## src/rtl/sid_audio_decim.sv

```systemverilog
// sid_audio_decim: box-car decimator for the SID mixed audio word.
// Averages 2^shift consecutive ce-qualified samples, optionally passes the
// result through a DC-blocking high-pass (compile with SID_DCBLOCK_EN), and
// hands results to a 2-entry first-word-fall-through FIFO.
//
// Output handshake: a result is transferred on every clock edge where
// out_valid and out_ready are both high. out_valid and out_sample come from
// registers only; out_ready affects only which entry is at the head after the
// edge.
module sid_audio_decim #(
  parameter int DC_SHIFT = 9
) (
  input  logic        clk,
  input  logic        reset,
  input  logic        ce,
  input  logic [17:0] audio_in,
  input  logic [3:0]  shift,
  output logic [17:0] out_sample,
  output logic        out_valid,
  input  logic        out_ready,
  output logic        overflow
);

  // The pole shift only makes sense in 4..15; catch bad overrides at elaboration.
  if (DC_SHIFT < 4 || DC_SHIFT > 15) begin : g_bad_dc_shift
    $error("sid_audio_decim: DC_SHIFT must be in 4..15");
  end

  localparam logic [0:0] ST_START = 1'b0;
  localparam logic [0:0] ST_ACCUM = 1'b1;

  logic [0:0]         state;
  logic signed [25:0] acc;
  logic [7:0]         cnt;
  logic [3:0]         shift_l;

  logic [3:0]         eff_shift;
  logic [3:0]         win_shift;
  logic signed [25:0] samp_ext;
  logic signed [25:0] sum;
  logic [8:0]         cnt_next;
  logic               win_done;
  logic [17:0]        result;

  // Window arithmetic: the sample being accepted joins the running sum, and
  // the window closes when the count reaches 2^shift (9-bit compare so 256 fits).
  always_comb begin
    eff_shift = (shift > 4'd8) ? 4'd8 : shift;
    win_shift = (state == ST_START) ? eff_shift : shift_l;
    samp_ext  = {{8{audio_in[17]}}, audio_in};
    sum       = (state == ST_START) ? samp_ext : (acc + samp_ext);
    cnt_next  = (state == ST_START) ? 9'd1 : ({1'b0, cnt} + 9'd1);
    win_done  = ce && (cnt_next == (9'd1 << win_shift));
    result    = 18'(sum >>> win_shift);
  end

  // Window FSM and accumulator; shift is latched only at the start of a window.
  always_ff @(posedge clk) begin
    if (reset) begin
      state   <= ST_START;
      acc     <= '0;
      cnt     <= '0;
      shift_l <= '0;
    end else if (ce) begin
      acc <= sum;
      cnt <= cnt_next[7:0];
      if (state == ST_START) shift_l <= eff_shift;
      state <= win_done ? ST_START : ST_ACCUM;
    end
  end

  logic [17:0] res_q;
  logic        res_v;

  // Result register: the averaged sample is presented one cycle after the
  // completing strobe.
  always_ff @(posedge clk) begin
    if (reset) begin
      res_q <= '0;
      res_v <= 1'b0;
    end else begin
      res_v <= win_done;
      if (win_done) res_q <= result;
    end
  end

  logic [17:0] push_d;
  logic        push_v;

`ifdef SID_DCBLOCK_EN
  logic signed [17:0] x_prev;
  logic signed [17:0] y_prev;
  logic signed [17:0] y_leak;
  logic signed [19:0] y_full;
  logic [17:0]        y_sat;
  logic [17:0]        dc_q;
  logic               dc_v;

  // One-pole DC blocker in 20 bits, saturated back to the 18-bit range.
  always_comb begin
    y_leak = y_prev >>> DC_SHIFT;
    y_full = {{2{res_q[17]}}, res_q} - {{2{x_prev[17]}}, x_prev}
           + {{2{y_prev[17]}}, y_prev} - {{2{y_leak[17]}}, y_leak};
    if (y_full > 20'sd131071)       y_sat = 18'h1FFFF;
    else if (y_full < -20'sd131072) y_sat = 18'h20000;
    else                            y_sat = y_full[17:0];
  end

  // Blocker state and its output register (adds one cycle of latency).
  always_ff @(posedge clk) begin
    if (reset) begin
      x_prev <= '0;
      y_prev <= '0;
      dc_q   <= '0;
      dc_v   <= 1'b0;
    end else begin
      dc_v <= res_v;
      if (res_v) begin
        x_prev <= res_q;
        y_prev <= y_sat;
        dc_q   <= y_sat;
      end
    end
  end

  assign push_d = dc_q;
  assign push_v = dc_v;
`else
  assign push_d = res_q;
  assign push_v = res_v;
`endif

  logic [17:0] ent0;
  logic [17:0] ent1;
  logic [1:0]  fcnt;
  logic        ovf_q;
  logic        pop;

  assign pop        = (fcnt != 2'd0) && out_ready;
  assign out_sample = ent0;
  assign out_valid  = (fcnt != 2'd0);
  assign overflow   = ovf_q;

  // Two-entry FIFO with the head held in ent0; a push into a full FIFO is
  // dropped unless a pop frees a slot on the same edge.
  always_ff @(posedge clk) begin
    if (reset) begin
      ent0  <= '0;
      ent1  <= '0;
      fcnt  <= '0;
      ovf_q <= 1'b0;
    end else if (push_v && !pop) begin
      case (fcnt)
        2'd0: begin
          ent0 <= push_d;
          fcnt <= 2'd1;
        end
        2'd1: begin
          ent1 <= push_d;
          fcnt <= 2'd2;
        end
        default: ovf_q <= 1'b1;
      endcase
    end else if (!push_v && pop) begin
      ent0 <= ent1;
      fcnt <= fcnt - 2'd1;
    end else if (push_v && pop) begin
      if (fcnt == 2'd1) begin
        ent0 <= push_d;
      end else begin
        ent0 <= ent1;
        ent1 <= push_d;
      end
    end
  end

endmodule

```

## config.mk

```make
export PLATFORM = sky130hd
export DESIGN_NAME = sid_audio_decim
export DESIGN_NICKNAME = d
export VERILOG_FILES = /design/src/rtl/sid_audio_decim.sv
export SDC_FILE = /design/constraint.sdc
export NUM_CORES = 1
export LEC_CHECK = 0
export BUFFER_PORTS_ARGS = -buffer_cell sky130_fd_sc_hd__clkbuf_2
export CORE_MARGIN = 2
export CORE_UTILIZATION = 56
export CTS_CLUSTER_DIAMETER = 80
export DETAILED_ROUTE_END_ITERATION = 10
export PLACE_DENSITY = 0.85
export SLEW_MARGIN = 20
export SYNTH_ARGS = -nofsm -noshare
export SYNTH_HDL_FRONTEND = slang
export SYNTH_SLANG_ARGS = --single-unit
```

## constraint.sdc

```tcl
create_clock -name clk -period 3.36 [get_ports clk]
set_input_delay 0 -clock clk [delete_from_list [all_inputs] [get_ports clk]]
set_output_delay 0 -clock clk [all_outputs]
set_load 0.02 [all_outputs]
```

==> metrics.yaml, run 1 <==
die:
  core_um2: 12670
  die_area_um2: 13960
  die_h_um: 118.2
  die_x_um: 118.2
  rows: 41
  start_util: 0.5760
  io_pins: 46
synthesis:
  avgSynthCellArea_um2: 7.739
  synth-xor-area-share: 0.02760
  synth_top_family_by_area: "compound AO/OA/AOI/OAI gates"
  ys_warn_count: 0
  synth-simple-area-share: 0.1951
  synth_mux_area_frac: 0.1174
  synth_fa_ha_area_frac: 0.05589
  yosysSeqAreaShare: 0.2661
  ys_seq_elements: 97
  synth_edf_count: 0
  ys_async_sr_fraction: 0
  synth-main-ff-cell: "dfxtp_1"
  synth-compound-area-share: 0.2861
  yosysTopAreaCell: "dfxtp_1"
  synth_cell_types: 80
  synth.top_cell.area_share: 0.2661
  syn_inst: 943
  syn_nets: 1001
  ys_top_cells_by_area: "dfxtp_1 (27%), mux2i_1 (11%), nor2_1 (7.0%)"
  netlist_area_um2: 7298
global_route:
  grt_use_total: 0.2955
  grt_max_degree: 67
  grt_pass1_vias: 7156
  grt_pass1_wl_mm: 34.30
  antenna_found_initial: 0
  grt-ovfl-total: 0
hold_path:
  hp-class: "input pin to register"
  min_from: "audio_in[15]"
timing:
  drv_slew: 0
  min_period_over_period: 0.9851
  finalHoldViolCount: 0
  skew_ns: 0.01049
  tightest_slew_ns: 0.7009
  slew_headroom: 0.5327
  finalSetupViolations: 0
  fmax_mhz: 302.1
  finalCriticalPeriod_ns: 3.310
  setup_tns_ns: 0
  whs_ns: 0.04174
clock_network:
  clk_latency_ns: 0.36
  numCtsBuffers: 9
  cts_num_sinks: 97
  cts-root-buf: "clkbuf_16"
  cts.clk_slew.worst_paths_ns: 0.08
  hold_buffers: 0
  htreeDepth: 3
  cts_tree: "built"
  clk_path_buf_depth: 2
layout:
  diodes: 0
  final_common_cell: "nor2_1"
  area_growth_pct: 12.46
  num-nets-final: 1034
  final_cell_mix: "nor2_1 (136), dfxtp_1 (96), mux2i_1 (79)"
  final_util: 0.6478
  final_layout_size_suffix_gt1_frac: 0.1692
  instances_no_fill: 1153
critical_path:
  worstReg2RegStart: "acc[0]"
  crit_path_end_kind: "register"
  crit_required_ns: 3.60
  crit_arrival_ns: 3.55
  worst-setup-path-type: "register to register"
  critPathLaunch: "acc[0]"
  cp_max_fo: 3
  start_kind: "register"
route:
  drcViolationCount: 0
  vias_per_cell: 6.487
  wl_per_cell_um: 18.17
  ant_nets: 0
  drtIter0Drc: 747
  first_pass_iters: 6
  dr_total_vias: 7479
  routed_wirelength_mm: 20.95
place:
  port_buffers: 45
  dp_cells: 1136
  gp_congestion: 0.9838
  hpwl_mm: 15.04
job:
  cap_violations: 0
outcome:
  outcome: "completed"
power_and_ir_drop:
  total_power_w: 0.003951
  power_density_nw_per_um2: 481.3
  leakage_nw: 3.315
  ir_worst_vdd_mv: 0.3854
-- worst max-delay path, cell delays in order, from the launching register on --
cell	delay (ns)
dfxtp_1	0.34
ha_2	0.20
inv_1	0.06
fa_2	0.34
nand2b_1	0.18
a21oi_2	0.20
buf_4	0.15
o21ai_1	0.11
and4_1	0.21
or2_2	0.28
a221o_1	0.37
mux2i_2	0.27
o21ai_1	0.13
a211oi_2	0.25
a21oi_1	0.09
-- power by group --
| group | switching (W) | total [W] | internal, W |
|---|---|---|---|
| logic | 0.000956 | 0.00154 | 0.000579 |
| clock network | 0.000478 | 0.00108 | 0.000601 |
| registers | 0.0000770 | 0.00134 | 0.00126 |
-- metal layers --
metal | GRT usage | share of wire
met3 | 0.06033 | 0.081
met1 | 0.3642 | 0.41
met2 | 0.4917 | 0.47
met5 | 0 | 0
met4 | 0.1416 | 0.040
-- cells in the mapped netlist, types with 5 or more instances --
cell type  number
nor2_1        136
nand3_1        12
a21o_1          6
o21ai_1         9
nand2b_1       12
nor3_1         20
ha_1           31
nand4_1        14
nor4_1          8
inv_1          19
nor2b_1         5
o21a_1         12
o221ai_1        5
dfxtp_1        97
a21oi_1        71
xnor2_1        17
a211oi_1       49
nand2_1        68
o21ai_0        58
buf_1          12
clkbuf_1       36
mux2_2          5
o211ai_1       10
xor2_1          6
mux2i_1        80
a211o_1         6
o22ai_1         9
a31oi_1        13
buf_2          21
-- layout make-up --
class / instances / area (µm²)
Clock buffer: 10 / 239.0
Clock inverter: 6 / 66.31
Fill cell: 1065 / 4463
Inverter: 20 / 76.32
Multi-Input combinational cell: 755 / 5079
Sequential cell: 97 / 1943
Tap cell: 172 / 215.2
Timing Repair Buffer: 93 / 589.3
-- cell families after synthesis --
| family | after synthesis |
|---|---|
| DFF | 97 |
| buffers and inverters | 91 |
| AOI/OAI and AO/OA | 306 |
| xor gates and xnor gates | 23 |
| and+or+nand+nor | 309 |
| adders and majority gates | 32 |
| muxes | 85 |
-- through the flow --
stage                     worst slack [ns]  cell area (µm²)
after detailed placement           0.01720             7806
after CTS                         0.007533             8115
after floorplan                     0.2274             7298
final                              0.05022             8208
after global placement              0.1200             7806
after global routing              -0.04157             8208
-- sequential cells by signal (all words and copies together) (netlist names) --
signal      cells
push_d         18
cnt             8
acc            26
fcnt            2
out_sample     18
shift_l         4
state           1
overflow        1
ent1           18
push_v          1
-- repair_timing --
item | in CTS | in global routing
buffers inserted | 0 | 1
pin swaps | 0 | 6
setup endpoints to repair | 1 | 14
gates resized for setup | 1 | 25
-- final timing paths --
kind,to,slack [ns],cells after the start
setup reg to reg,push_d[12],0.05,14
setup / recovery,push_d[12],0.05,14
hold / removal,acc[15],0.04,3
hold reg to reg,overflow,0.47,2
Power figures use the tool's default switching activity.
==> run 2, diff against run 1 <==
--- a/config.mk
+++ b/config.mk
@@ -6,8 +6,10 @@
 export NUM_CORES = 1
 export LEC_CHECK = 0
 export BUFFER_PORTS_ARGS = -buffer_cell sky130_fd_sc_hd__clkbuf_2
+export CELL_PAD_IN_SITES_DETAIL_PLACEMENT = 2
+export CELL_PAD_IN_SITES_GLOBAL_PLACEMENT = 2
 export CORE_MARGIN = 2
-export CORE_UTILIZATION = 56
+export CORE_UTILIZATION = 33
 export CTS_CLUSTER_DIAMETER = 80
 export DETAILED_ROUTE_END_ITERATION = 10
 export PLACE_DENSITY = 0.85
==> constraint.sdc (replaced) <==
create_clock -name clk -period 2.7 [get_ports clk]
set_input_delay 0 -clock clk [delete_from_list [all_inputs] [get_ports clk]]
set_output_delay 0 -clock clk [all_outputs]
set_load 0.02 [all_outputs]
==> run 2 against run 1 <==
The run now ends with setup timing left. Largest cell class unchanged. Worst setup slack worse by 1.6 ns. Critical path depth down 1. Flip-flop and latch count unchanged. Core utilization down 13 points. Global-route usage up 11 points. First-iteration DRC count up 46%. Cell count up 28%. Hold slack better by 0.14 ns. Maximum frequency down 22%. Sequential power up 29%. Combinational power up 150%. Design area up 38%. Critical endpoint is now push_d[15].
==> metrics.yaml, run 2 (synthesis results as in run 1) <==
timing:
  whs_ns: 0.1836  # was 0.04174 ns
  rsz0062_at_grt: "yes"
  drv_slew: 0  # unchanged
  slew_headroom: 0.3161  # was 0.5327
  worst_slack_ns: -1.534  # was 0.05022 ns
  setup_tns_ns: -22.55  # was 0 ns
  min_period_over_period: 1.568  # was 0.9851
  tightest_slew_ns: 1.022  # was 0.7009 ns
  finalSetupViolations: 36  # was 0
  fmax_mhz: 236.2  # was 302.1 MHz
  finalHoldViolCount: 0  # unchanged
  skew_ns: 0.03009  # was 0.01049 ns
  finalCriticalPeriod_ns: 4.234  # was 3.310 ns
route:
  wl_per_cell_um: 40.43  # was 18.17 µm
  dr_total_vias: 10620  # was 7479
  first_pass_iters: 5  # was 6
  vias_per_cell: 7.205  # was 6.487
  drcViolationCount: 0  # unchanged
  ant_nets: 0  # unchanged
  routed_wirelength_mm: 59.60  # was 20.95 mm
  drtIter0Drc: 1090  # was 747
die:
  io_pins: 46  # unchanged
  die_h_um: 152.7  # was 118.2 µm
  core_um2: 21760  # was 12670 µm²
  die_x_um: 152.7  # was 118.2 µm
  rows: 54  # was 41
  start_util: 0.3355  # was 0.5760
  die_area_um2: 23320  # was 13960 µm²
critical_path:
  start_kind: "register"  # unchanged
  r2r-end: "push_d[15]"  # was push_d[12]
  crit_path_end_kind: "register"  # unchanged
  crit_buf_inv: 3  # was 2
  crit_path_cell_trace: "ha_4 > a21oi_1 > o21ai_1 > nor2_2 > o21ai_4 > buf_6 > a211o_1 > and3_1 > buf_4 > mux2i_1 > buf_4 > o2bb2a_4 > a32o_1"  # was ha_2 > inv_1 > fa_2 > nand2b_1 > a21oi_2 > buf_4 > o21ai_1 > and4_1 > or2_2 > a221o_1 > mux2i_2 > o21ai_1 > a211oi_2 > a21oi_1
  worst-setup-path-type: "register to register"  # unchanged
  slowest_delay_ns: 0.68  # was 0.37 ns
  reg2reg_depth: 13  # was 14
  rrSetupSlack_ns: -1.53  # was 0.05 ns
  crit_arrival_ns: 4.50  # was 3.55 ns
  crit_family: "compound AO/OA/AOI/OAI gates"  # unchanged
  cp_max_fo: 5  # was 3
  slowest_stage: "mux2i_1"  # was a221o_1
  cpMostUsedCell: "buf_4"  # was o21ai_1
  worstReg2RegStart: "acc[9]"  # was acc[0]
  crit_required_ns: 2.97  # was 3.60 ns
clock_network:
  clk_path_buf_depth: 2  # unchanged
  numCtsBuffers: 9  # unchanged
  clk_latency_ns: 0.42  # was 0.36 ns
  cts_num_sinks: 97  # unchanged
  cts-root-buf: "clkbuf_16"  # unchanged
  hold_buffers: 0  # unchanged
  cts.clk_slew.worst_paths_ns: 0.09  # was 0.08 ns
  htreeDepth: 3  # unchanged
  cts_tree: "built"  # unchanged
layout:
  regArea_um2: 1967  # was 1943 µm²
  final_cell_mix: "buf_4 (226), nor2_1 (124), dfxtp_1 (79)"  # was nor2_1 (136), dfxtp_1 (96), mux2i_1 (79)
  largest_register_ffs: 26  # unchanged
  fill_cells: 2279  # was 1065
  final_common_cell: "buf_4"  # was nor2_1
  num-nets-final: 1244  # was 1034
  final_layout_size_suffix_gt1_frac: 0.4584  # was 0.1692
  regMostFlops: "acc"  # unchanged
  area_growth_pct: 55.12  # was 12.46%
  multi_input_area_um2: 6269  # was 5079 µm²
place:
  hpwl_mm: 27.40  # was 15.04 mm
  gp_congestion: 0.8896  # was 0.9838
  port_buffers: 45  # unchanged
hold_path:
  min_from: "reset"  # was audio_in[15]
  hp-class: "input pin to register"  # unchanged
  hold_path_depth: 3  # unchanged
  min_to: "ent1[12]"  # was acc[15]
outcome:
  violations: "setup timing"
  outcome: "finished with violations"  # was completed
global_route:
  grt_use_total: 0.4027  # was 0.2955
  grt_max_degree: 42  # was 67
  grt_pass1_vias: 10780  # was 7156
  grt_pass1_wl_mm: 71.28  # was 34.30 mm
  grt-ovfl-total: 0  # unchanged
  antenna_found_initial: 5  # was 0
job:
  cap_violations: 0  # unchanged
power_and_ir_drop:
  total_power_w: 0.007042  # was 0.003951 W
  ir_worst_vdd_mv: 0.7662  # was 0.3854 mV
  power_density_nw_per_um2: 622.1  # was 481.3 nW/µm²
  leakage_nw: 4.552  # was 3.315 nW
-- run 2: report_power, final --
| part | internal [W] | leakage, nW | total (W) | switching, W |
|---|---|---|---|---|
| Clock | 0.000678 | 0.144 | 0.00152 | 0.000839 |
| Sequential | 0.00157 | 0.798 | 0.00173 | 0.000159 |
| Combinational | 0.00141 | 3.61 | 0.00379 | 0.00239 |
-- run 2: metrics by stage --
step | util | cell area [µm²] | setup slack, ns | instances
2_1_floorplan | - | 7507 | -0.1764 | 943
3_3_place_gp | 0.4217 | 9174 | -0.4609 | 1387
3_5_place_dp | 0.4217 | 9174 | -0.8335 | 1387
4_1_cts | 0.4753 | 10340 | -0.6490 | 1428
5_1_grt | 0.5200 | 11310 | -1.482 | 1471
6_report | 0.5204 | 11320 | -1.534 | 1474
-- run 2: worst max-delay path by stage --
stage                     startpoint    endpoint  slack [ns]  cells after the start
final                         acc[9]  push_d[15]       -1.53                     13
after global routing          acc[9]  push_d[15]       -1.48                     13
after CTS                    acc[14]  push_d[11]       -0.65                     12
after detailed placement      acc[7]  push_d[12]       -0.83                     12
after global placement        acc[0]  push_d[12]       -0.46                     13
after floorplan               acc[0]   push_d[9]       -0.18                     13
-- run 2: cell type report --
cell class	count	area share
clock buffers	10	0.02111
well taps	280	0.03095
diodes	3	0.0006631
repair buffers	303	0.2068
flip-flops and latches	97	0.1737
inverters	20	0.007626
clock inverters	6	0.005416
multi-input cells	755	0.5537
-- run 2: metal layers --
layer	up-vias	routed length (µm)	GRT usage	share of wire
met5	-	48	0	0.00081
met4	8	7197	0.3034	0.12
met3	533	5763	0.09869	0.097
met2	951	26360	0.6978	0.44
met1	5167	20230	0.4212	0.34
li1	3961	-	-	-
-- run 2: worst reg2reg max path: cells and delay by family (launching register included) --
family	cells	cell delay (ns)
AND/OR/NAND/NOR	2	0.54
buffers and inverters	3	0.62
adder cells (fa/ha/maj)	1	0.26
flip-flops	1	0.46
multiplexers	1	0.68
AO/OA/AOI/OAI	6	1.54
-- run 2: repair_timing --
| action | in CTS | in global routing |
|---|---|---|
| setup buffers | 27 | 45 |
| resized for setup | 138 | 142 |
| cloned | 0 | 1 |
| endpoints found under the setup margin | 31 | 49 |
| pin swaps | 60 | 63 |
==> run 3, diff against run 2 <==
--- a/config.mk
+++ b/config.mk
@@ -13,6 +13,7 @@
 export CTS_CLUSTER_DIAMETER = 80
 export DETAILED_ROUTE_END_ITERATION = 10
 export PLACE_DENSITY = 0.85
+export RECOVER_POWER = 25
 export SLEW_MARGIN = 20
 export SYNTH_ARGS = -nofsm -noshare
 export SYNTH_HDL_FRONTEND = slang
==> run 3 against run 2 <==
The flow still finishes with violations (setup timing). Design area shrank 0.38%. Clock-buffer cell count is the same. Sequential power is essentially flat. Die area is the same. Clock power is essentially flat. Maximum frequency grew 1.2%. Global-route usage is the same. Via count shrank 0.19%. Flip-flop and latch count is the same. Register-to-register slack gained 0.05 ns. Combinational power is essentially flat. Non-clock buffer count is the same. Highest routed layer unchanged.
==> metrics.yaml, run 3 (synthesis results as in run 1) <==
place:
  gp_congestion: 0.8896  # unchanged
  hpwl_mm: 27.40  # unchanged
  dpl_cell_area_um2: 9174  # unchanged
  port_buffers: 45  # unchanged
  dp_slack_ns: -0.8335  # unchanged
layout:
  regMostFlops: "acc"  # unchanged
  final_layout_size_suffix_gt1_frac: 0.4408  # was 0.4584
  area_growth_pct: 54.53  # was 55.12%
  num-nets-final: 1244  # unchanged
  largest_register_ffs: 26  # unchanged
  postLayoutCellArea_um2: 11280  # was 11320 µm²
  final_cell_mix: "buf_4 (226), nor2_1 (124), dfxtp_1 (80)"  # was buf_4 (226), nor2_1 (124), dfxtp_1 (79)
  final_common_cell: "buf_4"  # unchanged
  fill_cells: 2287  # was 2279
global_route:
  grt-ovfl-total: 0  # unchanged
  grt_pass1_wl_mm: 71.28  # unchanged
  antenna_found_initial: 5  # unchanged
  grt_pass1_vias: 10780  # unchanged
  grt_use_total: 0.4027  # unchanged
  grt_max_degree: 42  # unchanged
route:
  drtIter0Drc: 1140  # was 1090
  routed_wirelength_mm: 59.72  # was 59.60 mm
  drcViolationCount: 0  # unchanged
  first_pass_iters: 7  # was 5
  dr_total_vias: 10600  # was 10.62k
  vias_per_cell: 7.196  # was 7.205
  ant_nets: 0  # unchanged
  wl_per_cell_um: 40.54  # was 40.43 µm
timing:
  rsz0062_at_grt: "yes"  # unchanged
  drv_slew: 0  # unchanged
  tightest_slew_ns: 1.031  # was 1.022 ns
  finalCriticalPeriod_ns: 4.184  # was 4.234 ns
  skew_ns: 0.02933  # was 0.03009 ns
  finalHoldViolCount: 0  # unchanged
  finalSetupViolations: 36  # unchanged
  min_period_over_period: 1.549  # was 1.568
  slew_headroom: 0.3099  # was 0.3161
  whs_ns: 0.1876  # was 0.1836 ns
  fmax_mhz: 239.0  # was 236.2 MHz
  setup_tns_ns: -22.98  # was -22.55 ns
  worst_slack_ns: -1.484  # was -1.534 ns
power_and_ir_drop:
  clockPowerShare: 0.216  # was 0.215
  power_density_nw_per_um2: 622.5  # was 622.1 nW/µm²
  leakage_nw: 4.486  # was 4.552 nW
  p_seq_frac: 0.246  # about the same
  combPwrFrac: 0.538  # was 0.539
  total_power_w: 0.007020  # was 0.007042 W
  p_int_w: 0.003638  # was 0.003656 W
  swShare: 0.4818  # was 0.4808
  ir_worst_vdd_mv: 0.7675  # was 0.7662 mV
  power.switching_w: 0.003382  # was 0.003386 W
critical_path:
  crit_path_end_kind: "register"  # unchanged
  start_kind: "register"  # unchanged
  crit_required_ns: 2.97  # about the same
  cpMostUsedCell: "buf_4"  # unchanged
  cp_max_fo: 5  # unchanged
  slowest_delay_ns: 0.64  # was 0.68 ns
  worst-setup-path-type: "register to register"  # unchanged
  crit_path_cell_trace: "ha_4 > a21oi_1 > o21ai_1 > nor2_2 > o21ai_4 > buf_6 > a211o_1 > and3_1 > buf_4 > mux2i_1 > buf_4 > o2bb2a_4 > a32o_1"  # unchanged
  crit_arrival_ns: 4.45  # was 4.50 ns
  slowest_stage: "mux2i_1"  # unchanged
outcome:
  outcome: "finished with violations"  # unchanged
  violations: "setup timing"  # unchanged
clock_network:
  cts_num_sinks: 97  # unchanged
  cts.clk_slew.worst_paths_ns: 0.09  # about the same
  numCtsBuffers: 9  # unchanged
  cts_tree: "built"  # unchanged
  hold_buffers: 0  # unchanged
  clk_path_buf_depth: 2  # unchanged
  htreeDepth: 3  # unchanged
  cts-root-buf: "clkbuf_16"  # unchanged
  clk_latency_ns: 0.42  # about the same
die:
  io_pins: 46  # unchanged
  start_util: 0.3355  # unchanged
  core_um2: 21760  # unchanged
  die_h_um: 152.7  # unchanged
  die_x_um: 152.7  # unchanged
  die_area_um2: 23320  # unchanged
  rows: 54  # unchanged
job:
  cap_violations: 0  # unchanged
hold_path:
  hp-class: "input pin to register"  # unchanged
==> run 3: changes by cell type in the layout (fill, tap and decap cells not counted) <==
cell	previous run	this run
mux2i_4	4	3
dfxtp_4	1	0
mux2i_1	63	64
dfxtp_1	79	80
clkbuf_1	0	19
clkbuf_2	45	26
diode_2	3	2
==> run 3: through the flow <==
stage                     instances    util
after floorplan                 943       -
after CTS                      1428  0.4753
after global routing           1471  0.5182
after detailed placement       1387  0.4217
after global placement         1387  0.4217
final                          1473  0.5184
==> run 3: routing by layer <==
layer | global-route usage | vias up | wire, µm
li1 | - | 3954 | -
met1 | 0.4212 | 5188 | 20200
met2 | 0.6978 | 949 | 26630
met3 | 0.09869 | 501 | 5970
met4 | 0.3034 | 8 | 6855
met5 | 0 | - | 51
==> run 3: power groups by stage <==
stage               clock network [W]  logic, W  registers, W
finish                        0.00152   0.00378       0.00173
global route                  0.00153   0.00379       0.00173
CTS                           0.00143   0.00292       0.00168
detailed placement                  0   0.00247       0.00170
global placement                    0   0.00225       0.00168
floorplan                           0   0.00133       0.00175
==> run 3: cell type report <==
| class | instances | area (µm²) | area share |
|---|---|---|---|
| Multi-Input combinational cell | 755 | 6256 | 0.5547 |
| Timing Repair Buffer | 303 | 2317 | 0.2055 |
| Sequential cell | 97 | 1963 | 0.1741 |
| Tap cell | 280 | 350.3 | 0.03106 |
| Clock buffer | 10 | 239.0 | 0.02119 |
| Inverter | 20 | 86.33 | 0.007655 |
| Clock inverter | 6 | 61.31 | 0.005436 |
| Antenna cell | 2 | 5.005 | 0.0004438 |
==> run 3: what timing repair did <==
action / CTS / global route
gates resized for setup: 138 / 142
setup endpoints to repair: 31 / 49
gates cloned: 0 / 1
buffers inserted: 27 / 45
pin swaps: 60 / 63
==> run 3: worst max-delay path: cells and delay by family, from the launching register on <==
kind / cells / cell delay, ns
AO/OA/AOI/OAI: 6 / 1.53
buffers and inverters: 3 / 0.60
adder cells (fa/ha/maj): 1 / 0.26
multiplexers: 1 / 0.64
flip-flops: 1 / 0.46
AND/OR/NAND/NOR: 2 / 0.54
==> run 3: final timing paths <==
check	cells after the start	endpoint	startpoint	slack (ns)
max	13	push_d[15]	acc[9]	-1.48
min	3	ent1[12]	reset	0.19
max reg2reg	13	push_d[15]	acc[9]	-1.48
min reg2reg	2	overflow	overflow	0.51
